## config.mk

```make
export PLATFORM = sky130hd
export DESIGN_NAME = router_pkt_tx
export DESIGN_NICKNAME = d
export VERILOG_FILES = /design/src/rtl/router_pkg.sv /design/src/rtl/router_tx_fifo.sv /design/src/rtl/router_pkt_tx.sv
export SDC_FILE = /design/constraint.sdc
export NUM_CORES = 1
export LEC_CHECK = 0
export CORE_MARGIN = 5
export CORE_UTILIZATION = 62
export DETAILED_ROUTE_END_ITERATION = 16
export GPL_TIMING_DRIVEN = 0
export MAX_ROUTING_LAYER = met4
export PLACE_DENSITY_LB_ADDON = 0.3
export SETUP_SLACK_MARGIN = 0.02
export SLEW_MARGIN = 25
export SYNTH_ARGS = -nofsm -noshare
export SYNTH_HDL_FRONTEND = slang
export SYNTH_SLANG_ARGS = --single-unit
```

## constraint.sdc

```tcl
create_clock -name clock -period 3.32 [get_ports clock]
set_input_delay 0.498 -clock clock [delete_from_list [all_inputs] [get_ports clock]]
set_output_delay 0.498 -clock clock [all_outputs]
set_load 0.01 [all_outputs]
```

## src/rtl/router_pkg.sv

```systemverilog
// Shared definitions for the router packet transmitter: FSM states, address/length limits
// and the header-byte packing used on the wire.
package router_pkg;

    typedef enum logic [2:0] {
        ST_IDLE,
        ST_WAIT,
        ST_HEADER,
        ST_PAYLOAD,
        ST_PARITY,
        ST_GAP
    } tx_state_t;

    localparam logic [1:0] ADDR_INVALID = 2'b11;
    localparam int         MAX_LEN      = 63;

    function automatic logic [7:0] pack_header(input logic [5:0] len, input logic [1:0] addr);
        return {len, addr};
    endfunction

    // A descriptor is sendable only with a real destination and a non-empty payload.
    function automatic logic desc_ok(input logic [1:0] addr, input logic [5:0] len);
        return (addr != ADDR_INVALID) && (len != 6'd0) && (int'(len) <= MAX_LEN);
    endfunction

endpackage

```

## src/rtl/router_tx_fifo.sv

```systemverilog
// Show-ahead synchronous byte FIFO buffering packet payload; reset flushes it.
// Pushes are ignored when full and pops are ignored when empty.
module router_tx_fifo #(
    parameter int DEPTH = 64
) (
    input  logic                   clock,
    input  logic                   reset,
    input  logic                   i_push,
    input  logic [7:0]             i_wdata,
    input  logic                   i_pop,
    output logic [7:0]             o_rdata,
    output logic                   o_full,
    output logic                   o_empty,
    output logic [$clog2(DEPTH):0] o_count
);

    localparam int AW = $clog2(DEPTH);
    localparam int CW = AW + 1;

    logic [7:0]    r_mem [DEPTH];
    logic [AW-1:0] r_wr_ptr;
    logic [AW-1:0] r_rd_ptr;
    logic [CW-1:0] r_count;
    logic          w_push;
    logic          w_pop;

    assign o_full  = (r_count == CW'(DEPTH));
    assign o_empty = (r_count == '0);
    assign o_count = r_count;
    assign o_rdata = r_mem[r_rd_ptr];
    assign w_push  = i_push && !o_full;
    assign w_pop   = i_pop && !o_empty;

    always_ff @(posedge clock) begin
        if (w_push) begin
            r_mem[r_wr_ptr] <= i_wdata;
        end
    end

    // Pointers wrap naturally because DEPTH is a power of two.
    always_ff @(posedge clock or posedge reset) begin
        if (reset) begin
            r_wr_ptr <= '0;
            r_rd_ptr <= '0;
            r_count  <= '0;
        end else begin
            if (w_push) r_wr_ptr <= r_wr_ptr + 1'b1;
            if (w_pop)  r_rd_ptr <= r_rd_ptr + 1'b1;
            case ({w_push, w_pop})
                2'b10:   r_count <= r_count + 1'b1;
                2'b01:   r_count <= r_count - 1'b1;
                default: r_count <= r_count;
            endcase
        end
    end

endmodule

```

## src/rtl/router_pkt_tx.sv

```systemverilog
// Transmit end of the router pkt_valid/data_in/busy protocol: header, payload, parity, then a gap.
// Define PKT_TX_ERR_INJECT_EN to add err_inject, which corrupts bit 0 of the packet's parity byte.
module router_pkt_tx
    import router_pkg::*;
#(
    parameter int FIFO_DEPTH = 64,
    parameter int GAP_CYCLES = 2
) (
    input  logic       clock,
    input  logic       reset,
    input  logic       req_valid,
    output logic       req_ready,
    input  logic [1:0] req_addr,
    input  logic [5:0] req_len,
    input  logic       pl_valid,
    output logic       pl_ready,
    input  logic [7:0] pl_data,
    input  logic       busy,
`ifdef PKT_TX_ERR_INJECT_EN
    input  logic       err_inject,
`endif
    output logic       pkt_valid,
    output logic [7:0] data_out,
    output logic       tx_active,
    output logic       pkt_done,
    output logic       req_drop
);

    localparam int         CW       = $clog2(FIFO_DEPTH) + 1;
    localparam logic [3:0] GAP_LAST = (GAP_CYCLES == 0) ? 4'd0 : 4'(GAP_CYCLES - 1);

    tx_state_t     r_state, w_state_next;
    logic [1:0]    r_addr, w_addr_next;
    logic [5:0]    r_len, w_len_next;
    logic [5:0]    r_remain, w_remain_next;
    logic [7:0]    r_parity, w_parity_next;
    logic [3:0]    r_gap, w_gap_next;
    logic          r_pkt_valid, w_pkt_valid_next;
    logic [7:0]    r_data_out, w_data_next;
    logic          r_tx_active, w_tx_active_next;
    logic          r_pkt_done, w_pkt_done_next;
    logic          r_req_drop, w_req_drop_next;
    logic          w_pop_req;
    logic          w_fifo_pop;
    logic          w_accept;
    logic [7:0]    w_flip;
    logic [7:0]    w_fifo_rdata;
    logic          w_fifo_full;
    logic          w_fifo_empty;
    logic [CW-1:0] w_fifo_count;

`ifdef PKT_TX_ERR_INJECT_EN
    logic r_inject, w_inject_next;
    assign w_flip = {7'd0, r_inject};
`else
    assign w_flip = 8'd0;
`endif

    assign req_ready  = (r_state == ST_IDLE);
    assign pl_ready   = !w_fifo_full;
    assign pkt_valid  = r_pkt_valid;
    assign data_out   = r_data_out;
    assign tx_active  = r_tx_active;
    assign pkt_done   = r_pkt_done;
    assign req_drop   = r_req_drop;
    assign w_accept   = r_tx_active && !busy;
    assign w_fifo_pop = w_pop_req && !w_fifo_empty;

    router_tx_fifo #(.DEPTH(FIFO_DEPTH)) u_fifo (
        .clock   (clock),
        .reset   (reset),
        .i_push  (pl_valid),
        .i_wdata (pl_data),
        .i_pop   (w_fifo_pop),
        .o_rdata (w_fifo_rdata),
        .o_full  (w_fifo_full),
        .o_empty (w_fifo_empty),
        .o_count (w_fifo_count)
    );

    always_ff @(posedge clock or posedge reset) begin
        if (reset) begin
            r_state     <= ST_IDLE;
            r_addr      <= 2'd0;
            r_len       <= 6'd0;
            r_remain    <= 6'd0;
            r_parity    <= 8'd0;
            r_gap       <= 4'd0;
            r_pkt_valid <= 1'b0;
            r_data_out  <= 8'd0;
            r_tx_active <= 1'b0;
            r_pkt_done  <= 1'b0;
            r_req_drop  <= 1'b0;
`ifdef PKT_TX_ERR_INJECT_EN
            r_inject    <= 1'b0;
`endif
        end else begin
            r_state     <= w_state_next;
            r_addr      <= w_addr_next;
            r_len       <= w_len_next;
            r_remain    <= w_remain_next;
            r_parity    <= w_parity_next;
            r_gap       <= w_gap_next;
            r_pkt_valid <= w_pkt_valid_next;
            r_data_out  <= w_data_next;
            r_tx_active <= w_tx_active_next;
            r_pkt_done  <= w_pkt_done_next;
            r_req_drop  <= w_req_drop_next;
`ifdef PKT_TX_ERR_INJECT_EN
            r_inject    <= w_inject_next;
`endif
        end
    end

    // The payload is only started once it is fully buffered, so PAYLOAD never sees an empty FIFO.
    always_comb begin
        w_state_next     = r_state;
        w_addr_next      = r_addr;
        w_len_next       = r_len;
        w_remain_next    = r_remain;
        w_parity_next    = r_parity;
        w_gap_next       = r_gap;
        w_pkt_valid_next = r_pkt_valid;
        w_data_next      = r_data_out;
        w_tx_active_next = r_tx_active;
        w_pkt_done_next  = 1'b0;
        w_req_drop_next  = 1'b0;
        w_pop_req        = 1'b0;
`ifdef PKT_TX_ERR_INJECT_EN
        w_inject_next    = r_inject;
`endif
        case (r_state)
            ST_IDLE: begin
                if (req_valid) begin
                    w_addr_next = req_addr;
                    w_len_next  = req_len;
`ifdef PKT_TX_ERR_INJECT_EN
                    w_inject_next = err_inject;
`endif
                    if (desc_ok(req_addr, req_len)) begin
                        w_state_next = ST_WAIT;
                    end else begin
                        w_req_drop_next = 1'b1;
                    end
                end
            end
            ST_WAIT: begin
                if (w_fifo_count >= CW'(r_len)) begin
                    w_state_next     = ST_HEADER;
                    w_data_next      = pack_header(r_len, r_addr);
                    w_pkt_valid_next = 1'b1;
                    w_tx_active_next = 1'b1;
                    w_parity_next    = 8'd0;
                    w_remain_next    = r_len;
                end
            end
            ST_HEADER: begin
                if (w_accept) begin
                    w_parity_next = r_data_out;
                    w_data_next   = w_fifo_rdata;
                    w_pop_req     = 1'b1;
                    w_state_next  = ST_PAYLOAD;
                end
            end
            ST_PAYLOAD: begin
                if (w_accept) begin
                    w_parity_next = r_parity ^ r_data_out;
                    if (r_remain == 6'd1) begin
                        w_data_next      = r_parity ^ r_data_out ^ w_flip;
                        w_pkt_valid_next = 1'b0;
                        w_state_next     = ST_PARITY;
                    end else begin
                        w_data_next   = w_fifo_rdata;
                        w_pop_req     = 1'b1;
                        w_remain_next = r_remain - 6'd1;
                    end
                end
            end
            ST_PARITY: begin
                if (w_accept) begin
                    w_pkt_done_next  = 1'b1;
                    w_tx_active_next = 1'b0;
                    w_data_next      = 8'd0;
                    w_gap_next       = 4'd0;
                    w_state_next     = (GAP_CYCLES == 0) ? ST_IDLE : ST_GAP;
                end
            end
            ST_GAP: begin
                if (r_gap == GAP_LAST) begin
                    w_state_next = ST_IDLE;
                end else begin
                    w_gap_next = r_gap + 4'd1;
                end
            end
            default: w_state_next = ST_IDLE;
        endcase
    end

endmodule

```

==> flow_metrics.env, run 1 <==
export IMPL_antenna_found_initial=1
export IMPL_cts_tree="done"
export IMPL_setup_viol=0
export IMPL_num_fill_cells=2363
export IMPL_path_depth=7
export IMPL_h_tree_depth=2
export IMPL_drive_gt1_frac=0.1683
export IMPL_synthMostInstantiatedCell="edfxtp_1"
export IMPL_yosysTopAreaCellShare=0.6573
export IMPL_synth_area_per_cell_um2=17.14
export IMPL_synth_common_cells="edfxtp_1 (512), nor2_1 (104), mux2i_1 (86)"
export IMPL_ir_drop_mv=0.4832
export IMPL_synth_area_um2=23390
export IMPL_avgViaCountPerCell=6.650
export IMPL_diodes=0
export IMPL_grt_max_degree=65
export IMPL_power_density_nw_per_um2=844.5
export IMPL_syn_nets=1405
export IMPL_rows=71
export IMPL_cts_sinks=572
export IMPL_fin_cells=2014
export IMPL_path_cells="nor4_2 > nand3_2 > and2_1 > inv_1 > nor2_1 > nand3_1 > nor2_1"
export IMPL_ys_flop_type="edfxtp_1"
export IMPL_critPathKind="register to register"
export IMPL_r2r_slack_ps=130
export IMPL_max_freq_ghz=0.3133
export IMPL_worstPathArrival_ps=3410
export IMPL_ys_ff_latch=572
export IMPL_cts_buffers=55
export IMPL_path_delay_family="simple AND/OR/NAND/NOR gates"
export IMPL_cp_data_required_time_ps=3540
export IMPL_start_util=0.6239
export IMPL_synth_compound_gate_area_share=0.06173
export IMPL_finClkSkew_ps=14.98
export IMPL_hold_viol=0
export IMPL_cp_end_kind="register"
export IMPL_power_leakage_nw=8.876
export IMPL_slew_headroom=0.3609
export IMPL_fin_area_um2=26360
export IMPL_status="completed"
export IMPL_fin_nets=1500
export IMPL_clockRootBuffer="clkbuf_16"
export IMPL_crit_path_start_kind="register"
export IMPL_die_w_um=204.2
export IMPL_yosysSeqAreaShare=0.7215
export IMPL_clock_path_buffers=3
export IMPL_synthArstFlopShare=0.1049
export IMPL_p_total_mw=22.26
export IMPL_netlist_top_cells_area="edfxtp_1 (66%), mux4_2 (6.8%), dfrtp_1 (6.4%), mux2i_1 (3.7%), nor2_1 (1.7%)"
export IMPL_grt_pass1_wl_um=85890
export IMPL_worst_path_buf_inv=1
export IMPL_finalWorstSetupSlack_ps=127.7
export IMPL_rsz0062_at_grt="false"
export IMPL_synth_top_family_by_area="multiplexers"
export IMPL_syn_to_final_growth_pct=12.71
export IMPL_cpMaxStageDelayCell="nor2_1"
export IMPL_path_clk_slew_ps=60
export IMPL_dieArea_um2=41710
export IMPL_fin_crit_sh=0.9615
export IMPL_path_max_fanout=8
export IMPL_synth_edf_count=512
export IMPL_place_gp_congestion=0.9361
export IMPL_ant_nets=0
export IMPL_drcViolationCount=0
export IMPL_dpl_cell_area_um2=24480
export IMPL_drv_slew=0
export IMPL_reg2reg_to="u_fifo.r_mem[51][4]$_DFFE_PP_"
export IMPL_io_buffers=34
export IMPL_holdWs_ps=252.6
export IMPL_grt_pass1_vias=13496
export IMPL_cap_violations=0
export IMPL_place_ws_ps=-579.2
export IMPL_cp_common_cell="nor2_1"
export IMPL_die_y_um=204.2
export IMPL_grt_util_all_layers=0.2881
export IMPL_io_pins=35
export IMPL_max_stage_delay_ps=890
export IMPL_first_pass_iters=6
export IMPL_drt_wl_total_um=57320
export IMPL_synth_xor_area_frac=0.008987
export IMPL_rr_worst_depth=7
export IMPL_r2r_start="u_fifo.o_count[0]$_DFFE_PP0P_"
export IMPL_grt_overflow=0
export IMPL_dr_total_vias=13394
export IMPL_fin_crit_ps=3192
export IMPL_synth_mux_area_frac=0.1220
export IMPL_clock_latency_ps=590
export IMPL_synth_largest_area_cell="edfxtp_1"
export IMPL_dp_hpwl_um=37820
export IMPL_drtIter0Drc=1892
export IMPL_ys_warn_count=0
export IMPL_placed_cells=1916
export IMPL_syn_inst=1365
export IMPL_worstMarginPinSlew_ps=958.6
export IMPL_synth_adder_area_share=0.01048
export IMPL_hold_path_class="primary input to asynchronous set/reset pin"
export IMPL_synth_simple_gate_area_frac=0.05424
export IMPL_synth_cell_types=66
export IMPL_core_um2=37490
export IMPL_wl_per_cell_um=28.46
-- where the power goes --
part / total [mW] / switching, mW / internal (mW)
registers: 8.79 / 0.408 / 8.38
clock network: 6.36 / 2.64 / 3.72
logic: 7.12 / 4.30 / 2.82
total: 22.3 / 7.35 / 14.9
-- sequential cells by signal (all words and copies together), names as in the netlist --
name,flops
r_remain,6
u_fifo.r_wr_ptr,6
r_state,3
pkt_valid,1
tx_active,1
u_fifo.o_count,7
r_parity,8
data_out,8
r_gap,4
r_len,6
u_fifo.r_rd_ptr,6
u_fifo.r_mem,512
pkt_done,1
r_addr,2
req_drop,1
-- routing by layer --
layer / part of all wire / track usage
met5: 0 / -
met4: 0.031 / 0.09021
met3: 0.11 / 0.05903
met2: 0.48 / 0.4423
met1: 0.38 / 0.3988
-- worst register-to-register path: cells and delay by family (launching register included) --
family / cells / cell delay (ps)
flops: 1 / 470
simple gates: 6 / 2200
buf+inv: 1 / 140
-- how the worst max path moves through the flow --
stage | to | startpoint | slack (ps)
4_1_cts | u_fifo.o_count[6]$_DFFE_PP0P_ | u_fifo.o_count[0]$_DFFE_PP0P_ | 8
5_1_grt | u_fifo.r_mem[3][7]$_DFFE_PP_ | u_fifo.o_count[0]$_DFFE_PP0P_ | 30
3_3_place_gp | u_fifo.o_count[5]$_DFFE_PP0P_ | busy | -540
3_5_place_dp | u_fifo.o_count[6]$_DFFE_PP0P_ | busy | -580
2_1_floorplan | u_fifo.o_count[5]$_DFFE_PP0P_ | r_state[2]$_DFFE_PP0P_ | 310
6_report | u_fifo.r_mem[51][4]$_DFFE_PP_ | u_fifo.o_count[0]$_DFFE_PP0P_ | 130
-- per-stage QoR --
| stage | setup TNS, ps | util |
|---|---|---|
| after CTS | 0 | 0.7027 |
| after global routing | 0 | 0.7032 |
| final | 0 | 0.7032 |
| after floorplan | 0 | - |
| after global placement | -1650 | 0.6501 |
| after detailed placement | -3107 | 0.6531 |
-- final cells by class --
class / instances / area [µm²] / area share
buffer: 73 / 426.7 / 0.01618
tap: 511 / 639.4 / 0.02425
sequential: 572 / 16880 / 0.6402
multi-input combinational: 702 / 6076 / 0.2305
inverter: 16 / 62.56 / 0.002373
clock inverter: 33 / 347.8 / 0.01319
timing repair buffer: 40 / 450.4 / 0.01709
clock buffer: 67 / 1484 / 0.05629
-- cells by family (layout without fill, tap and decap cells) --
kind of cell | after synthesis | in the layout
compound gates | 201 | 201
mux | 187 | 187
buf+inv | 91 | 229
flops | 572 | 572
fa+ha+maj | 19 | 19
simple gates | 271 | 271
xor+xnor | 24 | 24
-- what timing repair did --
| item | 4_1_cts | 5_1_grt |
|---|---|---|
| resized for setup | 7 | 7 |
| pin swaps | 0 | 0 |
| setup endpoints to repair | 11 | 60 |
| setup buffers | 0 | 0 |
| hold buffers | 0 | 0 |
| gates cloned | 0 | 0 |
-- cell usage in the layout (no fill, tap or decap), types with 6 or more instances in the layout --
cell	count
nand3_1	26
clkinv_2	9
buf_6	7
nor2b_1	11
clkinv_1	11
clkbuf_16	57
o21ai_0	35
o22a_1	8
o221ai_1	8
clkdlybuf4s50_1	26
xnor2_1	20
nand2_1	66
edfxtp_1	512
mux4_2	71
a22oi_1	12
ha_1	17
buf_2	33
clkbuf_1	33
a21oi_1	23
nand4b_1	6
mux2i_1	86
nor4_1	9
o22ai_1	24
a31oi_1	6
a222oi_1	6
mux2_2	24
a211o_1	20
nor2_1	104
dfrtp_1	60
o211ai_1	6
bufinv_16	7
inv_1	15
a22o_1	22
and2_1	6
nor3_1	11
(Power assumes the default switching activity.)
==> run 2, diff against run 1 <==
Settings changed: CORE_UTILIZATION 62 to 65.
Clock period 3.32 ns to 4 ns, I/O delays scaled along.
==> run 2 against run 1 <==
  * Power shrank 18%
  * Global-route usage up 0.55 points
  * Utilization grew 3.3 points
  * Flip-flop and latch count did not move
  * Clock skew increased by 14 ps
  * Sequential share of layout area increased by 0.46 points
  * Critical endpoint is now u_fifo.o_count[5]$_DFFE_PP0P_
  * Clock power fell by 21%
  * Largest cell class unchanged
==> flow_metrics.env, run 2 (synthesis gave the netlist of run 1 again) <==
export IMPL_status="completed"
export IMPL_hold_path_class="primary input to asynchronous set/reset pin"
export IMPL_final_setup_tns_ps=0
export IMPL_reg2reg_to="u_fifo.o_count[5]$_DFFE_PP0P_"
export IMPL_die_y_um=199.7
export IMPL_r2r_slack_ps=280
export IMPL_cts_tree="done"
export IMPL_clock_path_buffers=3
export IMPL_die_w_um=199.7
export IMPL_max_freq_ghz=0.2690
export IMPL_path_max_fanout=10
export IMPL_avgViaCountPerCell=6.763
export IMPL_dr_total_vias=13329
export IMPL_internal_power_mw=12.10
export IMPL_antenna_found_initial=1
export IMPL_path_cells="buf_2 > nand2b_1 > clkbuf_1 > a31oi_2 > o211a_1 > clkbuf_1 > ha_2 > ha_1 > a21o_1 > a21oi_1 > o21bai_1 > a21oi_1 > xor2_1 > o21ai_0"
export IMPL_cts_buffers=55
export IMPL_grt_util_all_layers=0.2936
export IMPL_rows=69
export IMPL_grt_pass1_wl_um=82810
export IMPL_grt_overflow=0
export IMPL_num_fill_cells=2081
export IMPL_path_depth=14
export IMPL_path_delay_family="compound AO/OA/AOI/OAI gates"
export IMPL_core_um2=35570
export IMPL_fin_nets=1502
export IMPL_power_switching_mw=6.047
export IMPL_hold_viol=0
export IMPL_finClkSkew_ps=29.00
export IMPL_regMostFlops="u_fifo.r_mem"
export IMPL_power_frac_clock=0.277
export IMPL_dieArea_um2=39880
export IMPL_mostFrequentLayoutCells="edfxtp_1 (512), nor2_1 (104), mux2i_1 (86), mux4_2 (71), nand2_1 (66)"
export IMPL_drt_wl_total_um=55780
export IMPL_wl_per_cell_um=28.30
export IMPL_slew_headroom=0.3573
export IMPL_cpMaxStageDelayCell="clkbuf_1"
export IMPL_setup_viol=0
export IMPL_place_gp_congestion=0.9783
export IMPL_r2r_start="r_state[2]$_DFFE_PP0P_"
export IMPL_grt_max_degree=65
export IMPL_first_pass_iters=7
export IMPL_p_seq_frac=0.402
export IMPL_combPwrFrac=0.321
export IMPL_rr_worst_depth=14
export IMPL_crit_path_start_kind="register"
export IMPL_worst_path_buf_inv=3
export IMPL_post_cts_buffers=0
export IMPL_ir_drop_mv=0.5855
export IMPL_dp_hpwl_um=37050
export IMPL_seqCellArea_um2=16880
export IMPL_drtIter0Drc=1809
export IMPL_io_buffers=34
export IMPL_final_util=0.7359
export IMPL_dpl_cell_area_um2=24400
export IMPL_ant_nets=0
export IMPL_fin_area_um2=26170
export IMPL_swShare=0.3331
export IMPL_fin_crit_sh=0.9295
export IMPL_largest_reg_flops=512
export IMPL_worstMarginPinSlew_ps=964.1
export IMPL_path_clk_slew_ps=60
export IMPL_start_util=0.6576
export IMPL_grt_pass1_vias=13249
export IMPL_worstPathArrival_ps=4190
export IMPL_cts_sinks=572
export IMPL_critPathKind="register to register"
export IMPL_rsz0062_at_grt="false"
export IMPL_power_leakage_nw=8.832
export IMPL_final_common_cell="edfxtp_1"
export IMPL_fin_crit_ps=3718
export IMPL_drv_slew=0
export IMPL_cp_end_kind="register"
export IMPL_clockRootBuffer="clkbuf_16"
export IMPL_cp_data_required_time_ps=4470
export IMPL_drcViolationCount=0
export IMPL_multiInputGateArea_um2=6031
export IMPL_syn_to_final_growth_pct=11.90
export IMPL_h_tree_depth=2
export IMPL_power_density_nw_per_um2=693.5
export IMPL_cap_violations=0
export IMPL_clock_latency_ps=610
export IMPL_max_stage_delay_ps=450
export IMPL_drive_gt1_frac=0.1650
export IMPL_io_pins=35
-- run 2: cell count changes in the layout (fill, tap and decap cells not counted), sizes merged --
cell      before  now
clkbuf        94   98
clkinvlp       3    4
diode          0    1
bufinv         7    3
clkinv        21   26
-- run 2: per-layer routing --
metal  part of all wire  wire [µm]  track usage
met5                  0          0            -
met3               0.11       5865      0.05867
met4              0.040       2252      0.09887
met2               0.48      26650       0.4540
met1               0.38      21010       0.4014
-- run 2: power by group through the flow --
stage / registers, mW / logic, mW / clock network, mW
after floorplan: 7.31 / 3.84 / 0
after global placement: 7.39 / 5.54 / 0
after detailed placement: 7.40 / 5.68 / 0
after CTS: 7.28 / 5.74 / 5.06
after global routing: 7.33 / 6.16 / 5.33
final: 7.29 / 5.82 / 5.04
-- run 2: repair_timing --
item                                    4_1_cts  5_1_grt
endpoints found under the setup margin        0        2
gates resized for setup                       0        2
hold buffers                                  0        0
-- run 2: cell type report --
type,count,share of cell area
flip-flops and latches,572,0.6448
diodes,1,0.00009561
repair buffers,40,0.01664
multi-input cells,702,0.2304
clock inverters,35,0.01061
inverters,16,0.002390
well taps,461,0.02204
clock buffers,69,0.05655
plain buffers,75,0.01649
-- run 2: worst max path at each step --
stage	start	endpoint	slack [ps]
final	r_state[2]$_DFFE_PP0P_	u_fifo.o_count[5]$_DFFE_PP0P_	280
after floorplan	r_state[2]$_DFFE_PP0P_	u_fifo.o_count[5]$_DFFE_PP0P_	990
after detailed placement	busy	u_fifo.o_count[5]$_DFFE_PP0P_	50
after CTS	r_state[2]$_DFFE_PP0P_	u_fifo.o_count[5]$_DFFE_PP0P_	60
after global placement	busy	u_fifo.o_count[5]$_DFFE_PP0P_	100
after global routing	r_state[2]$_DFFE_PP0P_	u_fifo.o_count[5]$_DFFE_PP0P_	90
-- run 2: metrics by stage --
step | worst slack, ps | power (mW) | std cells | hold slack (ps)
6_report | 281.9 | 18.15 | 1971 | 249.5
5_1_grt | 90.90 | 18.82 | 1971 | 251.4
4_1_cts | 56.97 | 18.08 | 1970 | 241.1
3_5_place_dp | 54.80 | 13.08 | 1866 | 491.0
3_3_place_gp | 102.9 | 12.92 | 1860 | 482.2
2_1_floorplan | 990.6 | 11.16 | 1365 | 459.1
